<file path="src/rtl/uart_tx_path.sv">
// UART transmit path: write FIFO, 16x oversampling baud generator and a frame
// serialiser that only starts a frame while the active-low CTS input is asserted.
module uart_tx_path #(
  parameter int DBIT    = 8,
  parameter int SB_TICK = 16,
  parameter int FIFO_W  = 4
) (
  input  logic            clk,
  input  logic            rst,
  input  logic            wr_uart,
  input  logic [DBIT-1:0] w_data,
  input  logic [20:0]     dvsr,
  input  logic            cts,
  output logic            tx,
  output logic            tx_full,
  output logic            tx_empty,
  output logic            tx_busy,
  output logic            tx_done_tick
);
  localparam int NW    = (DBIT > 1) ? $clog2(DBIT) : 1;
  localparam int DEPTH = 1 << FIFO_W;

  typedef enum logic [1:0] {IDLE, START, DATA, STOP} state_t;

  logic [20:0]       bc_q, bc_d;
  logic              s_tick;

  logic [DBIT-1:0]   mem_q [DEPTH];
  logic [FIFO_W-1:0] wptr_q, wptr_d, rptr_q, rptr_d;
  logic              full_q, full_d, empty_q, empty_d;
  logic              push, pop;

  state_t            state_q, state_d;
  logic [3:0]        s_q, s_d;
  logic [NW-1:0]     n_q, n_d;
  logic [DBIT-1:0]   shift_q, shift_d;
  logic              tx_q, tx_d;
  logic              done_d;

  // Baud generator: >= lets a lowered divisor take effect immediately.
  always_comb begin
    s_tick = (bc_q >= dvsr);
    bc_d   = s_tick ? '0 : bc_q + 21'd1;
  end

  assign push = wr_uart && !full_q;

  always_comb begin
    wptr_d  = wptr_q;
    rptr_d  = rptr_q;
    full_d  = full_q;
    empty_d = empty_q;
    if (push) wptr_d = wptr_q + FIFO_W'(1);
    if (pop)  rptr_d = rptr_q + FIFO_W'(1);
    case ({push, pop})
      2'b10: begin
        empty_d = 1'b0;
        full_d  = ((wptr_q + FIFO_W'(1)) == rptr_q);
      end
      2'b01: begin
        full_d  = 1'b0;
        empty_d = ((rptr_q + FIFO_W'(1)) == wptr_q);
      end
      default: ;
    endcase
  end

  always_ff @(posedge clk) begin
    if (push) mem_q[wptr_q] <= w_data;
  end

  always_comb begin
    state_d = state_q;
    s_d     = s_q;
    n_d     = n_q;
    shift_d = shift_q;
    pop     = 1'b0;
    done_d  = 1'b0;
    case (state_q)
      IDLE: begin
        if (s_tick && !empty_q && !cts) begin
          pop     = 1'b1;
          shift_d = mem_q[rptr_q];
          s_d     = '0;
          state_d = START;
        end
      end
      START: begin
        if (s_tick) begin
          if (s_q == 4'd15) begin
            s_d     = '0;
            n_d     = '0;
            state_d = DATA;
          end else begin
            s_d = s_q + 4'd1;
          end
        end
      end
      DATA: begin
        if (s_tick) begin
          if (s_q == 4'd15) begin
            s_d     = '0;
            shift_d = shift_q >> 1;
            if (n_q == NW'(DBIT - 1)) state_d = STOP;
            else                      n_d = n_q + NW'(1);
          end else begin
            s_d = s_q + 4'd1;
          end
        end
      end
      STOP: begin
        if (s_tick) begin
          if (s_q == 4'(SB_TICK - 1)) begin
            done_d = 1'b1;
            s_d    = '0;
            // Chain straight into the next start bit so streamed frames have no idle gap.
            if (!empty_q && !cts) begin
              pop     = 1'b1;
              shift_d = mem_q[rptr_q];
              state_d = START;
            end else begin
              state_d = IDLE;
            end
          end else begin
            s_d = s_q + 4'd1;
          end
        end
      end
      default: state_d = IDLE;
    endcase

    case (state_d)
      START:   tx_d = 1'b0;
      DATA:    tx_d = shift_d[0];
      default: tx_d = 1'b1;
    endcase
  end

  always_ff @(posedge clk or posedge rst) begin
    if (rst) begin
      bc_q    <= '0;
      wptr_q  <= '0;
      rptr_q  <= '0;
      full_q  <= 1'b0;
      empty_q <= 1'b1;
      state_q <= IDLE;
      s_q     <= '0;
      n_q     <= '0;
      shift_q <= '0;
      tx_q    <= 1'b1;
    end else begin
      bc_q    <= bc_d;
      wptr_q  <= wptr_d;
      rptr_q  <= rptr_d;
      full_q  <= full_d;
      empty_q <= empty_d;
      state_q <= state_d;
      s_q     <= s_d;
      n_q     <= n_d;
      shift_q <= shift_d;
      tx_q    <= tx_d;
    end
  end

  assign tx           = tx_q;
  assign tx_full      = full_q;
  assign tx_empty     = empty_q;
  assign tx_busy      = (state_q != IDLE);
  assign tx_done_tick = done_d;

endmodule

</file>
<file path="config.mk">
export PLATFORM = sky130hd
export DESIGN_NAME = uart_tx_path
export DESIGN_NICKNAME = d
export VERILOG_FILES = /design/src/rtl/uart_tx_path.sv
export SDC_FILE = /design/constraint.sdc
export NUM_CORES = 1
export LEC_CHECK = 0
export ABC_CLOCK_PERIOD_IN_PS = 2900
export BUFFER_PORTS_ARGS = -buffer_cell sky130_fd_sc_hd__buf_2
export CORE_MARGIN = 4
export CORE_UTILIZATION = 35
export CTS_CLUSTER_SIZE = 40
export DETAILED_ROUTE_END_ITERATION = 16
export SLEW_MARGIN = 15
export SYNTH_ARGS = -nofsm -noshare
export SYNTH_HDL_FRONTEND = slang
export SYNTH_SLANG_ARGS = --single-unit
export TNS_END_PERCENT = 30
</file>
<file path="constraint.sdc">
create_clock -name clk -period 2.9 [get_ports clk]
set_input_delay 0 -clock clk [delete_from_list [all_inputs] [get_ports clk]]
set_output_delay 0 -clock clk [all_outputs]
set_load 0.02 [all_outputs]
</file>
==> qor.yml <==
clock_network:
  clkSinkCount: 177
  ctsRootBufferMaster: "clkbuf_16"
  path_clk_slew_ns: 0.08
  cts.path.max_buffers: 2
  cts_max_level: 4
  cts_tree: "built"
  clk_latency_ns: 0.43
  cts_made_buffers: 17
die:
  core_area_sq_mm: 0.02271
  ioPinCount: 38
  fp.dieW_um: 160.3
  start_util_pct: 35.77
  placementRows: 55
  die_h_um: 160.3
  dieArea_sq_mm: 0.02571
finish:
  stdcell_count: 918
  final_cell_mix: "edfxtp_1, dfrtp_1, mux4_2"
  area_delta_synth_final_pct: 18.18
  num_antenna_cells: 0
  fin_nets: 688
  nFillCells: 2059
  drive_gt1_share_pct: 24.17
  final_common_cell: "edfxtp_1"
  fin_util_pct: 42.27
global_routing:
  grt_use_total_pct: 13.22
  first_global_vias: 4944
  grt_pass1_wl_mm: 26.82
  met1_usage_pct: 17.74
  grt.overflow.total: 0
  grt-busiest-layer: "met2"
  grt_max_degree: 50
  use_met3_pct: 2.746
  antenna_found_initial: 0
  met2_usage_pct: 22.27
sta:
  hold_viol_final: 0
  setup_viol: 0
  period_share_pct: 95.58
  timing.final.crit_period_ns: 2.772
  rsz0062_at_grt: "false"
  slew_headroom_pct: 41.92
  max_freq_mhz: 360.8
  tightest_slew_ns: 0.8702
  report.final.slew_viol_count: 0
  finalSetupTns_ns: 0
  skew_ns: 0.02274
critical_path:
  criticalPathCategory: "reg -> reg"
  cp_max_fo: 4
  cp_top_family: "simple AND/OR/NAND/NOR gates"
  cp_cell_sequence: "ha_4 -> and4_4 -> and4_4 -> nor3b_4 -> a22o_4 -> nor2_1 -> or3_4 -> inv_4 -> ha_4 -> nor4_4 -> a32o_1"
  cp_data_required_time_ns: 3.26
  cp_data_arrival_time_ns: 3.13
  cp_num_buf_inv: 1
  r2r_slack_ns: 0.13
  endpoint_kind: "flip-flop"
  cpPeakStageDelay_ns: 0.44
  cp.depth: 11
  r2r_end: "tx_full"
  critPathLaunchType: "flip-flop"
  crit_slowest_cell: "dfrtp_1"
  r2r-start: "bc_q[18]"
  reg2reg_depth: 11
routing:
  drtAntennaViolNets: 0
  firstDrtPassIters: 4
  post_drt_wl_per_cell_um: 17.87
  vias_per_cell: 5.096
  drc_errors: 0
  first_iter_violations: 359
  via_count: 4678
  wl_mm: 16.41
yosys:
  synth-seq-area-share_pct: 62.45
  syn_area_per_cell_sq_um: 14.77
  ys_seq_elements: 177
  ys_types: 49
  syn_nets: 618
  synth_area_sq_mm: 0.008123
  synth_edf_count: 128
  async_reset_ff_share_pct: 27.68
  netlist_instances: 550
  yosys_warnings: 0
  synth_ff_type: "edfxtp_1"
status:
  outcome: "complete, no violations"
power:
  p_seq_share_pct: 43.9
  clockPowerShare_pct: 29.9
  peakVddDrop_uv: 426.3
  p_int_mw: 5.291
  total_power_mw: 7.761
  switching_share_pct: 31.83
  comb_power_share_pct: 26.2
  p_leak_nw: 3.650
  power_switching_mw: 2.470
  power_density_mw_per_mm2: 808.5
min_path:
  min_to: "wptr_q[0]"
  hold_depth: 3
  hp-start: "wr_uart"
  min_path_type: "in -> reg"
place:
  numPlacedInstances: 872
  io_buffers: 37
  dp_hpwl_mm: 11.16
  gp_congestion: 0.8386
job:
  max_cap_viol_count: 0
-- cells by family after synthesis --
kind of cell / Yosys count / share of synthesized area [%]
AOI/OAI and AO/OA: 61 / 5.084
xor gates and xnor gates: 34 / 3.666
adders and majority gates: 35 / 5.391
buffers and inverters: 51 / 2.603
DFF: 177 / 62.45
muxes: 45 / 11.55
and+or+nand+nor: 147 / 9.258
-- layer usage --
metal  wire [um]  vias up  part of all wire [%]
met3         589        8                   3.6
met2        8279       93                    50
met1        7414     2373                    45
li1            -     2204                     -
met5           0        -                     0
met4         121        0                  0.74
-- synth_stat cells (5+ instances only) --
master    number  area share (%)
edfxtp_1     128              47
dfrtp_1       47              14
mux4_2        39              11
nor2_1        36             1.7
ha_1          35             5.4
inv_1         35             1.6
nand2_1       32             1.5
o21ai_0       24             1.5
nand3_1       20             1.2
xnor2_1       19             2.0
and2_1        17             1.3
xor2_1        15             1.6
a21oi_1       12            0.74
and3_1        11            0.85
nor2b_1       11            0.85
clkbuf_1       9            0.42
a221o_1        6            0.74
mux2i_1        6            0.74
nand4_1        5            0.39
-- power groups by stage --
stage	Sequential (mW)	Clock (mW)	Combinational, mW
global route	3.46	2.51	2.26
detailed placement	3.45	0	1.98
global placement	3.43	0	1.95
CTS	3.40	2.40	2.01
floorplan	3.34	0	1.50
finish	3.40	2.32	2.03
-- repair_timing --
action	CTS	global route
hold buffers	9	0
endpoints found under the hold margin	175	0
setup endpoints to repair	2	3
setup buffers	1	4
gates resized for setup	3	13
pin swaps	1	2
-- worst max path at each step --
stage | from | end | slack [ns]
6_report | bc_q[18] | tx_full | 0.13
5_1_grt | bc_q[20] | tx_full | 0.0007
4_1_cts | bc_q[20] | tx_full | 0.02
3_5_place_dp | bc_q[18] | tx_full | -0.02
3_3_place_gp | bc_q[18] | tx_empty | 0.06
2_1_floorplan | bc_q[18] | tx_full | 0.14
-- sequential cells by signal (all words and copies together) (netlist names) --
name / count
mem_q: 128
bc_q: 21
shift_q: 8
rptr_q: 4
s_q: 4
wptr_q: 4
n_q: 3
state_q: 2
tx: 1
tx_empty: 1
tx_full: 1
-- layout make-up --
| class | instances | area [sq um] | area share, % |
|---|---|---|---|
| inverter | 35 | 135.1 | 1.408 |
| tap | 285 | 356.6 | 3.715 |
| clock inverter | 15 | 203.9 | 2.125 |
| multi-input combinational | 322 | 2947 | 30.70 |
| clock buffer | 17 | 425.4 | 4.432 |
| timing repair buffer | 67 | 457.9 | 4.771 |
| sequential | 177 | 5074 | 52.85 |
-- through the flow --
step	hold WS (ns)	instance area, sq um	setup slack [ns]
2_1_floorplan	0.09887	8123	0.1416
4_1_cts	0.02959	9470	0.01688
5_1_grt	0.06760	9599	0.0006908
6_report	0.05358	9599	0.1281
3_5_place_dp	0.3257	8731	-0.02164
3_3_place_gp	0.3048	8731	0.05621
-- worst register-to-register path, stage by stage (launching register included) --
cell and delay (ns):
dfrtp_1 0.44, ha_4 0.30, and4_4 0.20, and4_4 0.23
nor3b_4 0.21, a22o_4 0.14, nor2_1 0.05, or3_4 0.39
inv_4 0.08, ha_4 0.21, nor4_4 0.26, a32o_1 0.20
No activity file was read; power rests on OpenSTA's default activity.
